## src/rtl/ps2_key_decoder.sv

```systemverilog
// PS/2 Set-2 keyboard receiver and WASD/arrow/E key decoder, clk domain.
// Optional PS2_PARITY_CHECK_EN adds odd-parity checking of each received frame.
module ps2_key_decoder #(
   parameter int FILTER_LEN     = 8,
   parameter int TIMEOUT_CYCLES = 130000
) (
   input  logic       clk,
   input  logic       rst,
   input  logic       ps2_clk,
   input  logic       ps2_data,
   output logic [3:0] key,
   output logic [7:0] scancode,
   output logic       code_valid,
   output logic       frame_err
);
   // state  | meaning
   // IDLE   | waiting for a start bit on a filtered falling edge
   // SHIFT  | collecting data, parity and stop bits; timeout armed
   // CHECK  | one cycle: validate stop/parity, publish byte, decode key
   typedef enum logic [1:0] {IDLE, SHIFT, CHECK} state_t;

   localparam logic [3:0] key_NONE = 4'h0;
   localparam logic [3:0] key_A    = 4'h1;
   localparam logic [3:0] key_D    = 4'h2;
   localparam logic [3:0] key_W    = 4'h3;
   localparam logic [3:0] key_S    = 4'h4;
   localparam logic [3:0] key_E    = 4'h5;

   localparam int FW = $clog2(FILTER_LEN + 1);
   localparam int TW = $clog2(TIMEOUT_CYCLES + 1);

   logic          clk_s1_q, clk_s2_q, dat_s1_q, dat_s2_q;
   logic          filt_q;
   logic [FW-1:0] filt_cnt_q;
   logic          fall_d;
   logic          frame_ok_d;
   logic [3:0]    map_d;

   state_t        state_q;
   logic [3:0]    bit_cnt_q;
   logic [9:0]    sh_q;
   logic [TW-1:0] to_cnt_q;
   logic          brk_q, ext_q;
   logic [3:0]    key_q;
   logic [7:0]    scancode_q;
   logic          code_valid_q, frame_err_q;

   always_ff @(posedge clk) begin
      if (rst) begin
         clk_s1_q   <= 1'b1;
         clk_s2_q   <= 1'b1;
         dat_s1_q   <= 1'b1;
         dat_s2_q   <= 1'b1;
         filt_q     <= 1'b1;
         filt_cnt_q <= FW'(FILTER_LEN - 1);
      end else begin
         clk_s1_q <= ps2_clk;
         clk_s2_q <= clk_s1_q;
         dat_s1_q <= ps2_data;
         dat_s2_q <= dat_s1_q;
         // down-counter runs only while the synchronised clock disagrees with the filtered one
         if (clk_s2_q == filt_q) begin
            filt_cnt_q <= FW'(FILTER_LEN - 1);
         end else if (filt_cnt_q == '0) begin
            filt_q     <= clk_s2_q;
            filt_cnt_q <= FW'(FILTER_LEN - 1);
         end else begin
            filt_cnt_q <= filt_cnt_q - 1'b1;
         end
      end
   end

   assign fall_d = filt_q && !clk_s2_q && (filt_cnt_q == '0);

`ifdef PS2_PARITY_CHECK_EN
   assign frame_ok_d = sh_q[9] && (^sh_q[8:0]);
`else
   assign frame_ok_d = sh_q[9];
`endif

   always_comb begin
      map_d = key_NONE;
      case ({ext_q, sh_q[7:0]})
         9'h01C:  map_d = key_A;
         9'h023:  map_d = key_D;
         9'h01D:  map_d = key_W;
         9'h01B:  map_d = key_S;
         9'h024:  map_d = key_E;
         9'h16B:  map_d = key_A;
         9'h174:  map_d = key_D;
         9'h175:  map_d = key_W;
         9'h172:  map_d = key_S;
         default: map_d = key_NONE;
      endcase
   end

   always_ff @(posedge clk) begin
      if (rst) begin
         state_q      <= IDLE;
         bit_cnt_q    <= '0;
         sh_q         <= '0;
         to_cnt_q     <= '0;
         brk_q        <= 1'b0;
         ext_q        <= 1'b0;
         key_q        <= key_NONE;
         scancode_q   <= '0;
         code_valid_q <= 1'b0;
         frame_err_q  <= 1'b0;
      end else begin
         code_valid_q <= 1'b0;
         frame_err_q  <= 1'b0;
         case (state_q)
            IDLE: begin
               if (fall_d && !dat_s2_q) begin
                  state_q   <= SHIFT;
                  bit_cnt_q <= 4'd1;
                  to_cnt_q  <= TW'(TIMEOUT_CYCLES - 1);
               end
            end
            SHIFT: begin
               if (fall_d) begin
                  sh_q      <= {dat_s2_q, sh_q[9:1]};
                  bit_cnt_q <= bit_cnt_q + 4'd1;
                  to_cnt_q  <= TW'(TIMEOUT_CYCLES - 1);
                  if (bit_cnt_q == 4'd10) state_q <= CHECK;
               end else if (to_cnt_q == '0) begin
                  frame_err_q <= 1'b1;
                  state_q     <= IDLE;
               end else begin
                  to_cnt_q <= to_cnt_q - 1'b1;
               end
            end
            CHECK: begin
               state_q <= IDLE;
               if (!frame_ok_d) begin
                  frame_err_q <= 1'b1;
               end else begin
                  scancode_q   <= sh_q[7:0];
                  code_valid_q <= 1'b1;
                  if (sh_q[7:0] == 8'hE0) begin
                     ext_q <= 1'b1;
                  end else if (sh_q[7:0] == 8'hF0) begin
                     brk_q <= 1'b1;
                  end else begin
                     if (!brk_q) begin
                        if (map_d != key_NONE) key_q <= map_d;
                     end else if (map_d != key_NONE && map_d == key_q) begin
                        key_q <= key_NONE;
                     end
                     brk_q <= 1'b0;
                     ext_q <= 1'b0;
                  end
               end
            end
            default: state_q <= IDLE;
         endcase
      end
   end

   assign key        = key_q;
   assign scancode   = scancode_q;
   assign code_valid = code_valid_q;
   assign frame_err  = frame_err_q;
endmodule

```

## config.mk

```make
export PLATFORM = sky130hd
export DESIGN_NAME = ps2_key_decoder
export DESIGN_NICKNAME = d
export VERILOG_FILES = /design/src/rtl/ps2_key_decoder.sv
export SDC_FILE = /design/constraint.sdc
export NUM_CORES = 1
export LEC_CHECK = 0
export CAP_MARGIN = 20
export CORE_UTILIZATION = 25
export DETAILED_ROUTE_END_ITERATION = 8
export GPL_ROUTABILITY_DRIVEN = 0
export PLACE_DENSITY = 0.5
export SETUP_SLACK_MARGIN = 0.2
export SYNTH_ARGS = -nofsm -noshare
export SYNTH_HDL_FRONTEND = slang
export SYNTH_SLANG_ARGS = --single-unit
```

## constraint.sdc

```tcl
create_clock -name clk -period 2.4 [get_ports clk]
set_input_delay 0.48 -clock clk [delete_from_list [all_inputs] [get_ports clk]]
set_output_delay 0.48 -clock clk [all_outputs]
set_load 0.01 [all_outputs]
```

==> reports/qor.txt <==
Combinational family with the most area after synthesis: simple AND/OR/NAND/NOR gates
Worst Clk Skew: 0.01037 ns
First-pass detailed-route iteration total: 4
CTS tree: built
VDD IR max: 0.0002557 V
Number of antenna diodes: 0
Class of the tightest hold or removal check: flop to flop
Net total in the final layout: 357
Fraction of power consumed by combinational cells: 6.6%
TritonCTS Sinks: 57
Vias in the first global route: 2,225
Number of violations reported at the end of detailed-routing iteration 0: 83
Clock network power share: 52.8%
Final routed wirelength across all metal layers: 6.074 mm
Shortest clock period the worst path allows after layout: 2.220 ns
Maximum fanout encountered on the critical timing path: 4
Average cell area after synthesis: 8.479 sq um
Per-cell via count in the routed design: 4.695
Peak per-stage delay on the critical path: 0.59 ns
Net count after synthesis: 334
Primary FF master, synth: sky130_fd_sc_hd__dfxtp_1
Switching power: 0.0005040 W
Area share of the largest cell type after synthesis: 41.80%
Most common cell in the netlist: sky130_fd_sc_hd__dfxtp_1
WL/cell: 12.50 um
Share of the synthesized area in compound gates (AO/OA/AOI/OAI): 16.59%
Remaining routing DRC violations: 0
Type of origin of the critical path: flop
# Max-Cap Violations: 0
I/O pin cnt: 18
Number of antenna violations at the first check in global routing: 0
Number of synthesized flops with an enable pin: 0
Vias after detailed routing: 2,282
Worst hold slack: 0.3965 ns
Outcome: completed
Share of final-layout standard cells stronger than drive strength 1: 20.29%
Period utilisation layout: 92.50%
Type of the setup path with the least slack: flop to flop
Die outline area: 11,340 sq um
Cell type group with the largest total delay on the critical path: simple AND/OR/NAND/NOR gates
FF+latch count, synth: 57
Internal reg-to-reg setup slack: 0.18 ns
CTS root buf: sky130_fd_sc_hd__clkbuf_8
Internal Power: 0.001875 W
Worst setup EP type: flop
Pwr/cell area: 688.5 nW/um^2
Setup repair after global routing missed its margin: yes
Dpl hpwl: 4.109 mm
Warning count from the yosys run: 0
CP Buf/Inv Count: 2
Max-slew headroom at the worst pin: 58.61%
Die Span Y: 106.5 um
Worst-skew pair later-pin latency: 0.35 ns
Final slew viol count: 0
Sequential area share after synthesis: 41.80%
Maximum number of pins on one net before global-route repair: 41
Slowest CP cell: sky130_fd_sc_hd__or4_4
Count of unique library cells instantiated by Yosys: 60
Syn Inst Count: 322
Total CTS buffers: 9
Number of hold-repair buffers added at the cts stage: 0
Wire length of the first global-routing pass: 10.45 mm
Residual antenna-violating net count after detailed routing: 0
Area of the mapped netlist: 2730 sq um
Aggregate global-route resource usage: 11.81%
Post-Synth Adder-Cell Area: 3.666%
Effective utilization at floorplan: 26.09%
Horiz. Die Dim: 106.5 um
Port Buffers: 16
FFs w/ async S/R, synth: 0%
Cell leakage power: 1.249 nW
Slew at the pin closest to its max-slew limit: 0.6166 ns
Syn-to-layout area delta: 26.54%
Signal arrival time at the worst endpoint: 2.44 ns
Required time of the critical path: 2.62 ns
Simple-gate share of the synthesized area: 27.13%
XOR/XNOR share of the synthesized area: 5.087%
Proportion of power drawn by flip-flops and latches: 40.6%
Cell accounting for the most synthesized area: sky130_fd_sc_hd__dfxtp_1
Count of endpoints failing hold in the final timing report: 0
H-tree levels: 3
Clock edge transition at the registers on the reported setup and hold paths: 0.07 ns
Row cnt: 37
Ordered cell list for the critical path: inv_2, ha_4, or3b_4, or4_4, nor3_4, o21a_1, buf_4, a211oi_2
Overflow left after global routing: 0
Setup TNS Final: 0 ns
Leading cell types by count after synthesis: sky130_fd_sc_hd__dfxtp_1 (57), sky130_fd_sc_hd__nand2_1 (46), sky130_fd_sc_hd__a21oi_1 (35), sky130_fd_sc_hd__nor2_1 (27), sky130_fd_sc_hd__inv_1 (13)
Maximum clock frequency: 450.5 MHz
Largest cells by area after synthesis: sky130_fd_sc_hd__dfxtp_1 (42%), sky130_fd_sc_hd__a21oi_1 (6.4%), sky130_fd_sc_hd__nand2_1 (6.3%), sky130_fd_sc_hd__nor2_1 (3.7%), sky130_fd_sc_hd__ha_1 (3.7%)
CTS max path bufs: 2
Final-report setup violation count: 0
Mux cell area share after synthesis: 0.7333%
Sw frac: 21.19%
Layout fillers: 1,119
Core Box Area: 10,460 sq um
==> worst paths after layout <==
kind | startpoint | endpoint | depth (start not counted)
min reg2reg | filt_cnt_q[0]$_SDFF_PP1_ | filt_cnt_q[0]$_SDFF_PP1_ | 1
max | to_cnt_q[1]$_SDFFE_PP0P_ | state_q[1]$_SDFFE_PP0P_ | 8
max reg2reg | to_cnt_q[1]$_SDFFE_PP0P_ | state_q[1]$_SDFFE_PP0P_ | 8
min | filt_cnt_q[0]$_SDFF_PP1_ | filt_cnt_q[0]$_SDFF_PP1_ | 1
==> cell usage in the layout, fill, tap and decap left out, drive strengths merged, types with 7 or more instances in the layout <==
| cell | n |
|---|---|
| nor2 | 27 |
| and2 | 7 |
| ha | 8 |
| buf | 15 |
| clkdlybuf4s50 | 15 |
| nand2 | 46 |
| a311oi | 7 |
| dfxtp | 57 |
| a21oi | 35 |
| xnor2 | 11 |
| nor4 | 8 |
| inv | 13 |
| clkbuf | 11 |
==> through the flow <==
stage | setup slack, ns | area (sq um) | total power, W | utilization [%] | cells
after CTS | 0.1896 | 3351 | 0.002389 | 32.03 | 482
after global routing | 0.07739 | 3455 | 0.002461 | 33.02 | 486
after floorplan | 0.2234 | 2730 | 0.001079 | - | 322
after detailed placement | 0.04686 | 3032 | 0.001110 | 28.98 | 464
after global placement | 0.1048 | 3032 | 0.001108 | 28.98 | 464
final | 0.1801 | 3455 | 0.002379 | 33.02 | 486
==> cell families after synthesis <==
kind of cell | count (synthesis)
other | 1
multiplexers | 2
adder cells (fa/ha/maj) | 8
buffers and inverters | 31
XOR/XNOR | 15
AND/OR/NAND/NOR | 138
flip-flops | 57
AO/OA/AOI/OAI | 70
==> routing by layer <==
metal	wire, um	share of wire [%]	track usage, %	vias to the layer above
met2	2818	46	18.92	31
met3	181	3.0	2.269	12
met5	0	0	0	-
met1	2894	48	14.30	1066
li1	-	-	-	1173
met4	180	3.0	8.023	0
==> final cells by class <==
| cell class | count | area, sq um | share of cell area [%] |
|---|---|---|---|
| clock buffer | 11 | 151.4 | 4.382 |
| clock inverter | 5 | 125.1 | 3.622 |
| inverter | 13 | 48.80 | 1.413 |
| multi-input combinational | 234 | 1553 | 44.95 |
| sequential | 57 | 1146 | 33.18 |
| tap | 136 | 170.2 | 4.926 |
| timing repair buffer | 30 | 260.3 | 7.534 |
==> power groups by stage <==
stage          Sequential [W]  Clock, W  Combinational (W)
2_1_floorplan        0.000984         0          0.0000950
3_3_place_gp         0.000986         0           0.000122
3_5_place_dp         0.000986         0           0.000124
4_1_cts              0.000965   0.00128           0.000141
5_1_grt              0.000967   0.00132           0.000174
6_report             0.000966   0.00125           0.000158
==> state kept, by name (all words and copies together), names as in the netlist, 2 cells and up <==
signal	flops
sh_q	10
scancode	8
state_q	2
bit_cnt_q	4
filt_cnt_q	4
key	3
to_cnt_q	17
==> repair_timing <==
action                                  CTS  global route
endpoints found under the setup margin   17            19
buffers inserted                          2             4
gates resized for setup                   7            17
pin swaps                                 5             4
No activity file was read; power rests on OpenSTA's default activity.
